### src/rtl/shift_mix_stage.sv
// AES-128 ShiftRows + MixColumns round stage (MixColumns bypassed on the final round).
// Latency: 2 cycles start_i -> ready_o; accepts one transaction per cycle.
// No backpressure: every accepted transaction emerges two cycles later; never stalls.
module shift_mix_stage (
    input  logic         clk,
    input  logic         rst_n,
    input  logic         start_i,
    input  logic [127:0] data,
    input  logic         final_i,
    input  logic [3:0]   round_i,
    output logic [127:0] data_o,
    output logic         ready_o,
    output logic [3:0]   round_o,
    output logic         busy_o
);

    // Byte b of the state sits at bits [127-8b -: 8]; byte b = state[row b%4][col b/4].

    function automatic logic [7:0] xtime(input logic [7:0] x);
        return {x[6:0], 1'b0} ^ (x[7] ? 8'h1b : 8'h00);
    endfunction

    // One column: word[31:24] is row 0, word[7:0] is row 3.
    function automatic logic [31:0] mix_col(input logic [31:0] col);
        logic [7:0] a0, a1, a2, a3;
        logic [7:0] o0, o1, o2, o3;
        a0 = col[31:24];
        a1 = col[23:16];
        a2 = col[15:8];
        a3 = col[7:0];
        o0 = xtime(a0) ^ (xtime(a1) ^ a1) ^ a2 ^ a3;
        o1 = a0 ^ xtime(a1) ^ (xtime(a2) ^ a2) ^ a3;
        o2 = a0 ^ a1 ^ xtime(a2) ^ (xtime(a3) ^ a3);
        o3 = (xtime(a0) ^ a0) ^ a1 ^ a2 ^ xtime(a3);
        return {o0, o1, o2, o3};
    endfunction

    // Row r rotates left by r columns: out[r][c] = in[r][(c+r) mod 4].
    function automatic logic [127:0] shift_rows(input logic [127:0] s);
        logic [127:0] r;
        r = '0;
        for (int c = 0; c < 4; c++) begin
            for (int rw = 0; rw < 4; rw++) begin
                r[127 - 8*(4*c + rw) -: 8] = s[127 - 8*(4*((c + rw) % 4) + rw) -: 8];
            end
        end
        return r;
    endfunction

    function automatic logic [127:0] mix_columns(input logic [127:0] s);
        logic [127:0] r;
        r = '0;
        for (int c = 0; c < 4; c++) begin
            r[127 - 32*c -: 32] = mix_col(s[127 - 32*c -: 32]);
        end
        return r;
    endfunction

    logic         s1_vld;
    logic [127:0] s1_dat;
    logic         s1_fin;
    logic [3:0]   s1_rnd;
    logic [127:0] s2_nxt;

    // Stage 1: register the ShiftRows result with its tags; data only moves on valid input.
    always_ff @(posedge clk or negedge rst_n) begin
        if (!rst_n) begin
            s1_vld <= 1'b0;
            s1_dat <= '0;
            s1_fin <= 1'b0;
            s1_rnd <= '0;
        end else begin
            s1_vld <= start_i;
            if (start_i) begin
                s1_dat <= shift_rows(data);
                s1_fin <= final_i;
                s1_rnd <= round_i;
            end
        end
    end

    // Final round skips MixColumns and forwards the ShiftRows result untouched.
    always_comb begin
        s2_nxt = s1_dat;
        if (!s1_fin) begin
            s2_nxt = mix_columns(s1_dat);
        end
    end

    // Stage 2: output registers hold their last value on bubble cycles.
    always_ff @(posedge clk or negedge rst_n) begin
        if (!rst_n) begin
            ready_o <= 1'b0;
            data_o  <= '0;
            round_o <= '0;
        end else begin
            ready_o <= s1_vld;
            if (s1_vld) begin
                data_o  <= s2_nxt;
                round_o <= s1_rnd;
            end
        end
    end

    // Stage 2 valid is ready_o itself, so busy derives purely from registered state.
    assign busy_o = s1_vld | ready_o;

endmodule
### config.mk
export PLATFORM = sky130hd
export DESIGN_NAME = shift_mix_stage
export DESIGN_NICKNAME = d
export VERILOG_FILES = /design/src/rtl/shift_mix_stage.sv
export SDC_FILE = /design/constraint.sdc
export NUM_CORES = 1
export LEC_CHECK = 0
export ABC_AREA = 1
export CORE_MARGIN = 5
export CORE_UTILIZATION = 35
export DETAILED_ROUTE_END_ITERATION = 10
export REMOVE_ABC_BUFFERS = 1
export SLEW_MARGIN = 20
export SYNTH_ARGS = -nofsm -noshare
export SYNTH_HDL_FRONTEND = slang
export SYNTH_SLANG_ARGS = --single-unit
export TNS_END_PERCENT = 20
### constraint.sdc
create_clock -name clk -period 1.4 [get_ports clk]
set_input_delay 0.28 -clock clk [delete_from_list [all_inputs] [get_ports clk]]
set_output_delay 0.28 -clock clk [all_outputs]
set_load 0.1 [all_outputs]
==> results of run 1 <==
## cell type report
class | count | share of cell area
Multi-Input combinational cell | 2378 | 0.397
Sequential cell | 267 | 0.256
Timing Repair Buffer | 498 | 0.241
Clock buffer | 52 | 0.0388
Tap cell | 688 | 0.0327
Inverter | 184 | 0.0294
Clock inverter | 8 | 0.00465
## final timing paths
| kind | end | startpoint | slack, ns | cells past startpoint |
|---|---|---|---|---|
| worst min register to register | round_o[1]$_DFFE_PN0P_ | s1_rnd[1]$_DFFE_PN0P_ | 0.52 | 2 |
| worst max register to register | data_o[31]$_DFFE_PN0P_ | s1_dat[7]$_DFFE_PN0P_ | 0.03 | 10 |
| worst max-delay path | busy_o | s1_vld$_DFF_PN0_ | -0.21 | 2 |
| max in group asynchronous | s1_dat[27]$_DFFE_PN0P_ | rst_n | 0.56 | 4 |
| worst min-delay path | s1_dat[43]$_DFFE_PN0P_ | start_i | 0.12 | 2 |
| min in group asynchronous | data_o[21]$_DFFE_PN0P_ | rst_n | 0.20 | 2 |
## cell usage after synthesis (all sizes together), types with 13 or more instances
cell and number:
xor2 31, o21ai 196, nand2 1654, inv 183, a21oi 173, nand3 225
nand3b 13, nor2 38, buf 89, xnor2 47, dfrtp 267, clkbuf 56
## power by group through the flow
stage	registers (mW)	logic [mW]	clock network (mW)
2_1_floorplan	15.3	4.98	0
3_3_place_gp	10.3	16.7	0
3_5_place_dp	10.3	16.8	0
4_1_cts	10.2	16.9	9.45
5_1_grt	10.4	18.5	9.73
6_report	10.2	17.2	9.19
## kinds of logic (layout without fill, tap and decap cells)
logic type,Yosys count,in the layout
compound gates,369,369
flops,267,267
xor+xnor,78,78
buf+inv,329,742
simple gates,1931,1931
## layout by cell type, fill, tap and decap left out, types with 2 or more instances in the layout
master,n
buf_12,164
o21ai_2,8
dfrtp_1,227
clkinv_2,2
clkinv_8,2
xnor2_2,3
o21ai_0,151
dfrtp_2,39
xor2_1,28
clkbuf_1,11
nor2_2,5
clkbuf_16,41
buf_6,10
buf_16,5
clkinvlp_4,4
a21oi_2,6
a21oi_1,167
nor2_4,2
nand2_2,51
nand3b_1,13
clkdlybuf4s50_1,133
o21ai_1,37
xor2_2,2
xnor2_1,43
clkinv_4,3
buf_8,3
inv_1,102
inv_4,13
nor2_1,31
nand3_2,7
buf_4,176
nand2_1,1598
bufinv_16,3
clkbuf_8,5
nand2_4,5
nand3_1,218
inv_2,62
## timing repair
action,4_1_cts,5_1_grt
endpoints found under the setup margin,151,240
resized for setup,18,202
pin swaps,0,28
hold endpoints to repair,163,0
cloned,0,5
setup buffers,5,23
hold buffers,1,0
## flip-flops by register name, summed over array words and instances (netlist names)
name	cells
data_o	128
s1_dat	128
round_o	4
s1_rnd	4
ready_o	1
s1_fin	1
s1_vld	1
## routing by layer
layer	vias to the layer above	global-route usage	share of wire
met1	8933	0.275	0.47
met3	73	0.0421	0.056
li1	10100	-	-
met4	2	0.0405	0.018
met5	-	0	0.00025
met2	436	0.325	0.46
==> flow_summary_export.csv, run 1 <==
group,metric,value,unit
pwr,p_int,20.7,mW
setup_path,cp-start-kind,"register",
pwr,clockPowerShare,0.251,
sta,period_share,1.15,
cts,worst_setup_hold_path_clk_slew,0.05,ns
logic_synthesis,synth-compound-area-share,0.100,
final_layout,final_area,0.0263,mm²
pwr,power.leakage,13.7,nW
final_layout,fin_util,0.503,
setup_path,worstPathArrival,1.33,ns
setup_path,required,1.12,ns
setup_path,critPathKind,"register to output pin",
setup_path,end_kind,"output pin",
cts,clkLatencyLatePin,0.54,ns
logic_synthesis,syn_inst,2974,
place,placed_cells,3981,
logic_synthesis,synthTopCellsByArea,"dfrtp_1 36%, nand2_1 33%, nand3_1 6.1%",
status,status,"finished with violations",
sta,fmax,0.620,GHz
logic_synthesis,yosys.area.top_type,"dfrtp_1",
final_layout,regArea,0.00673,mm²
pwr,power.total,36.6,mW
logic_synthesis,ys.flop_type,"dfrtp_1",
sta,relSlewSlack,0.756,
sta,slew_violations,0,
logic_synthesis,synth.avg_cell_area,6.20,µm²
cts,cts_tree,"yes",
pwr,p_sw_frac,0.434,
setup_path,path_delay_family,"flip-flops",
grt,grt_pass1_vias,18000,
cts,clk_path_buf_depth,3,
grt,track_usage,0.199,
setup_path,cp_max_fo,2,
run,drv_cap,0,
floorplan,fp.dieH,239,µm
grt,overflow,0,
place,placed_area,0.0244,mm²
sta,rsz0062_at_grt,"true",
pwr,seqPwrFrac,0.280,
final_layout,layout.nets,3501,
pwr,ir_drop,0.875,mV
route,via_count,19600,
worst_hold_path,hp-class,"input pin to register",
route,drc,0,
logic_synthesis,synth_area,0.0184,mm²
route,routed_via_density,4.80,
route,final_antenna_net_count,0,
sta,fin_crit,1.61,ns
place,gp_congestion,0.876,
final_layout,drive_gt1_frac,0.185,
setup_path,crit_chain,"or2_4 > buf_12",
floorplan,core,0.0523,mm²
setup_path,cp_slowest_cell,"dfrtp_2",
sta,hold_violations,0,
logic_synthesis,synth_fa_ha_area_frac,0,
final_layout,area_growth,42.9,%
place,place.port_buffers,269,
cts,cts_buffers,36,
place,pre_cts_slack,-0.113,ns
sta,finalSetupViolCount,104,
place,post-dp-hpwl,43700,µm
final_layout,multi_input_area,0.0105,mm²
pwr,pwr-share-comb,0.469,
sta,finClkSkew,0.0167,ns
sta,holdWs,0.125,ns
logic_synthesis,synth_edf_count,0,
logic_synthesis,muxShareOfSynthArea,0,
floorplan,die_area,0.0574,mm²
grt,grt_pass1_wl,94400,µm
pwr,p_sw,15.9,mW
final_layout,antenna_cells,0,
status,violations,"setup timing",
route,drt-pass1-iter-count,6,
logic_synthesis,synthXorXnorAreaFrac,0.0383,
logic_synthesis,yosys.area.top_type_share,0.363,
floorplan,floorplan.rows,84,
floorplan,start_util,0.352,
logic_synthesis,ys_ff_latch,267,
setup_path,cpPeakStageDelay,0.40,ns
route,wire_per_inst,14.7,µm
logic_synthesis,yosys_warnings,0,
grt,grt_max_degree,66,
cts,cts.sinks,267,
logic_synthesis,yosysUniqueCellTypes,25,
pwr,power_density,1390,mW/mm²
sta,setup_ws,-0.214,ns
setup_path,critPathBufInv,1,
logic_synthesis,synthSimpleGateAreaFrac,0.414,
sta,worstMarginPinSlew,0.366,ns
logic_synthesis,synth_top_family_by_area,"simple AND/OR/NAND/NOR gates",
cts,htree_levels,2,
sta,finalSetupTns,-1.69,ns
grt,antenna_found_initial,3,
logic_synthesis,yosysSeqAreaShare,0.363,
floorplan,io_pins,270,
floorplan,die_x,239,µm
cts,root_buffer,"clkbuf_16",
final_layout,stdcell_count,4075,
route,drt-initial-drc-count,1287,
final_layout,fillers,5151,
route,drt-total-wl,60000,µm
logic_synthesis,async_reset_ff_frac,1.00,
Power figures use the tool's default switching activity.
==> run 2: changes to the inputs <==
--- a/config.mk
+++ b/config.mk
@@ -6,9 +6,11 @@
 export NUM_CORES = 1
 export LEC_CHECK = 0
 export ABC_AREA = 1
+export CAP_MARGIN = 5
 export CORE_MARGIN = 5
 export CORE_UTILIZATION = 35
 export DETAILED_ROUTE_END_ITERATION = 10
+export GPL_ROUTABILITY_DRIVEN = 0
 export REMOVE_ABC_BUFFERS = 1
 export SLEW_MARGIN = 20
 export SYNTH_ARGS = -nofsm -noshare
==> flow_summary_export.csv, run 2 (synthesized netlist as in run 1, its figures left out) <==
group,metric,value,unit
status,status,"finished with violations",
status,violations,"setup timing",
route,final_antenna_net_count,0,
sta,fin_crit,1.62,ns
floorplan,core,0.0523,mm²
setup_path,required,1.12,ns
final_layout,final_cell_mix,"1,571 x nand2_1, 220 x dfrtp_1, 212 x nand3_1",
floorplan,start_util,0.352,
final_layout,antenna_cells,0,
pwr,seqPwrFrac,0.276,
setup_path,r2r-start,"s1_dat[119]$_DFFE_PN0P_",
setup_path,worstPathArrival,1.34,ns
cts,cts.sinks,267,
cts,cts_tree,"yes",
grt,grt_pass1_vias,18400,
setup_path,rrSetupSlack,-0.01,ns
final_layout,layout.nets,3521,
pwr,p_int,21.1,mW
final_layout,top_regs,"data_o (128), s1_dat (128)",
cts,htree_levels,2,
setup_path,critPathKind,"register to output pin",
sta,finClkSkew,0.0108,ns
route,drt-initial-drc-count,1321,
route,drt-pass1-iter-count,5,
floorplan,die_area,0.0574,mm²
sta,hold_violations,0,
sta,rsz0062_at_grt,"true",
floorplan,fp.dieH,239,µm
grt,grt_pass1_wl,95800,µm
floorplan,io_pins,270,
pwr,power_density,1390,mW/mm²
cts,clkLatencyLatePin,0.54,ns
run,drv_cap,0,
pwr,clockPowerShare,0.256,
setup_path,cp_max_fo,2,
grt,antenna_found_initial,2,
route,drt-total-wl,61100,µm
sta,slew_violations,0,
cts,root_buffer,"clkbuf_16",
sta,setup_ws,-0.219,ns
setup_path,cp-start-kind,"register",
grt,track_usage,0.202,
final_layout,area_growth,44.6,%
cts,worst_setup_hold_path_clk_slew,0.06,ns
sta,holdWs,0.184,ns
cts,cts_buffers,36,
route,via_count,19900,
sta,fmax,0.618,GHz
sta,worstMarginPinSlew,0.452,ns
worst_hold_path,worstHoldPathCells,2,
grt,grt_max_degree,74,
place,post-dp-hpwl,44000,µm
place,placed_area,0.0244,mm²
final_layout,final_area,0.0266,mm²
sta,finalSetupViolCount,103,
worst_hold_path,hp-class,"input pin to register",
worst_hold_path,hold_end,"s1_vld$_DFF_PN0_",
floorplan,floorplan.rows,84,
sta,relSlewSlack,0.698,
route,routed_via_density,4.85,
worst_hold_path,hold_path_startpoint,"start_i",
final_layout,fin_util,0.509,
pwr,pwr-share-comb,0.468,
setup_path,end_kind,"output pin",
pwr,p_sw,16.1,mW
pwr,power.total,37.1,mW
sta,period_share,1.16,
route,wire_per_inst,14.9,µm
final_layout,layout_commonest_cell,"nand2_1",
floorplan,die_x,239,µm
final_layout,drive_gt1_frac,0.201,
setup_path,r2r-end,"data_o[112]$_DFFE_PN0P_",
grt,overflow,0,
setup_path,reg2reg_depth,9,
place,place.port_buffers,269,
pwr,p_sw_frac,0.432,
route,drc,0,
cts,clk_path_buf_depth,3,
pwr,ir_drop,0.846,mV
pwr,power.leakage,13.9,nW
## run 2: layout make-up
cell class / instances / area, µm²
fillers: 5198 / 25700
multi-input cells: 2378 / 10600
flip-flops and latches: 267 / 6740
repair buffers: 518 / 6490
clock buffers: 50 / 1020
well taps: 688 / 861
inverters: 184 / 797
clock inverters: 12 / 160
## run 2: stage by stage
| step | worst slack (ns) | instances | setup TNS [ns] |
|---|---|---|---|
| final | -0.219 | 4097 | -1.61 |
| after CTS | -0.270 | 4051 | -8.55 |
| after global routing | -0.274 | 4097 | -9.13 |
| after detailed placement | -0.0380 | 3981 | -0.0931 |
| after floorplan | -3.33 | 2829 | -395.68 |
| after global placement | -0.0638 | 3981 | -0.152 |
## run 2: critical path, stage by stage, from the launching register on
cell     delay, ns
dfrtp_2       0.40
or2_4         0.24
buf_12        0.16
## run 2: worst max-delay path by stage
stage	start	end	depth (start not counted)	slack [ns]
after floorplan	s1_vld$_DFF_PN0_	round_o[0]$_DFFE_PN0P_	2	-3.33
after global placement	s1_dat[54]$_DFFE_PN0P_	data_o[46]$_DFFE_PN0P_	8	-0.06
after detailed placement	s1_fin$_DFFE_PN0P_	data_o[103]$_DFFE_PN0P_	6	-0.04
after CTS	s1_vld$_DFF_PN0_	busy_o	2	-0.27
after global routing	s1_vld$_DFF_PN0_	busy_o	2	-0.27
final	s1_vld$_DFF_PN0_	busy_o	2	-0.22
## run 2: per-layer routing
metal,GRT usage,part of all wire,up-vias
li1,-,-,10200
met1,0.275,0.46,9184
met2,0.335,0.47,461
met3,0.0367,0.052,70
met4,0.0493,0.018,2
met5,0,0.00021,-
## run 2: repair_timing
action	CTS	global route
hold endpoints to repair	54	0
gates resized for setup	13	242
endpoints found under the setup margin	147	246
hold buffers	1	0
pin swaps	0	41
gates cloned	0	5
setup buffers	7	41
## run 2: power groups by stage
| stage | Sequential, mW | Clock (mW) | Combinational (mW) |
|---|---|---|---|
| 6_report | 10.2 | 9.49 | 17.4 |
| 5_1_grt | 10.4 | 10.1 | 18.7 |
| 4_1_cts | 10.2 | 9.82 | 16.9 |
| 3_5_place_dp | 10.3 | 0 | 16.8 |
| 3_3_place_gp | 10.3 | 0 | 16.7 |
| 2_1_floorplan | 15.3 | 0 | 4.98 |
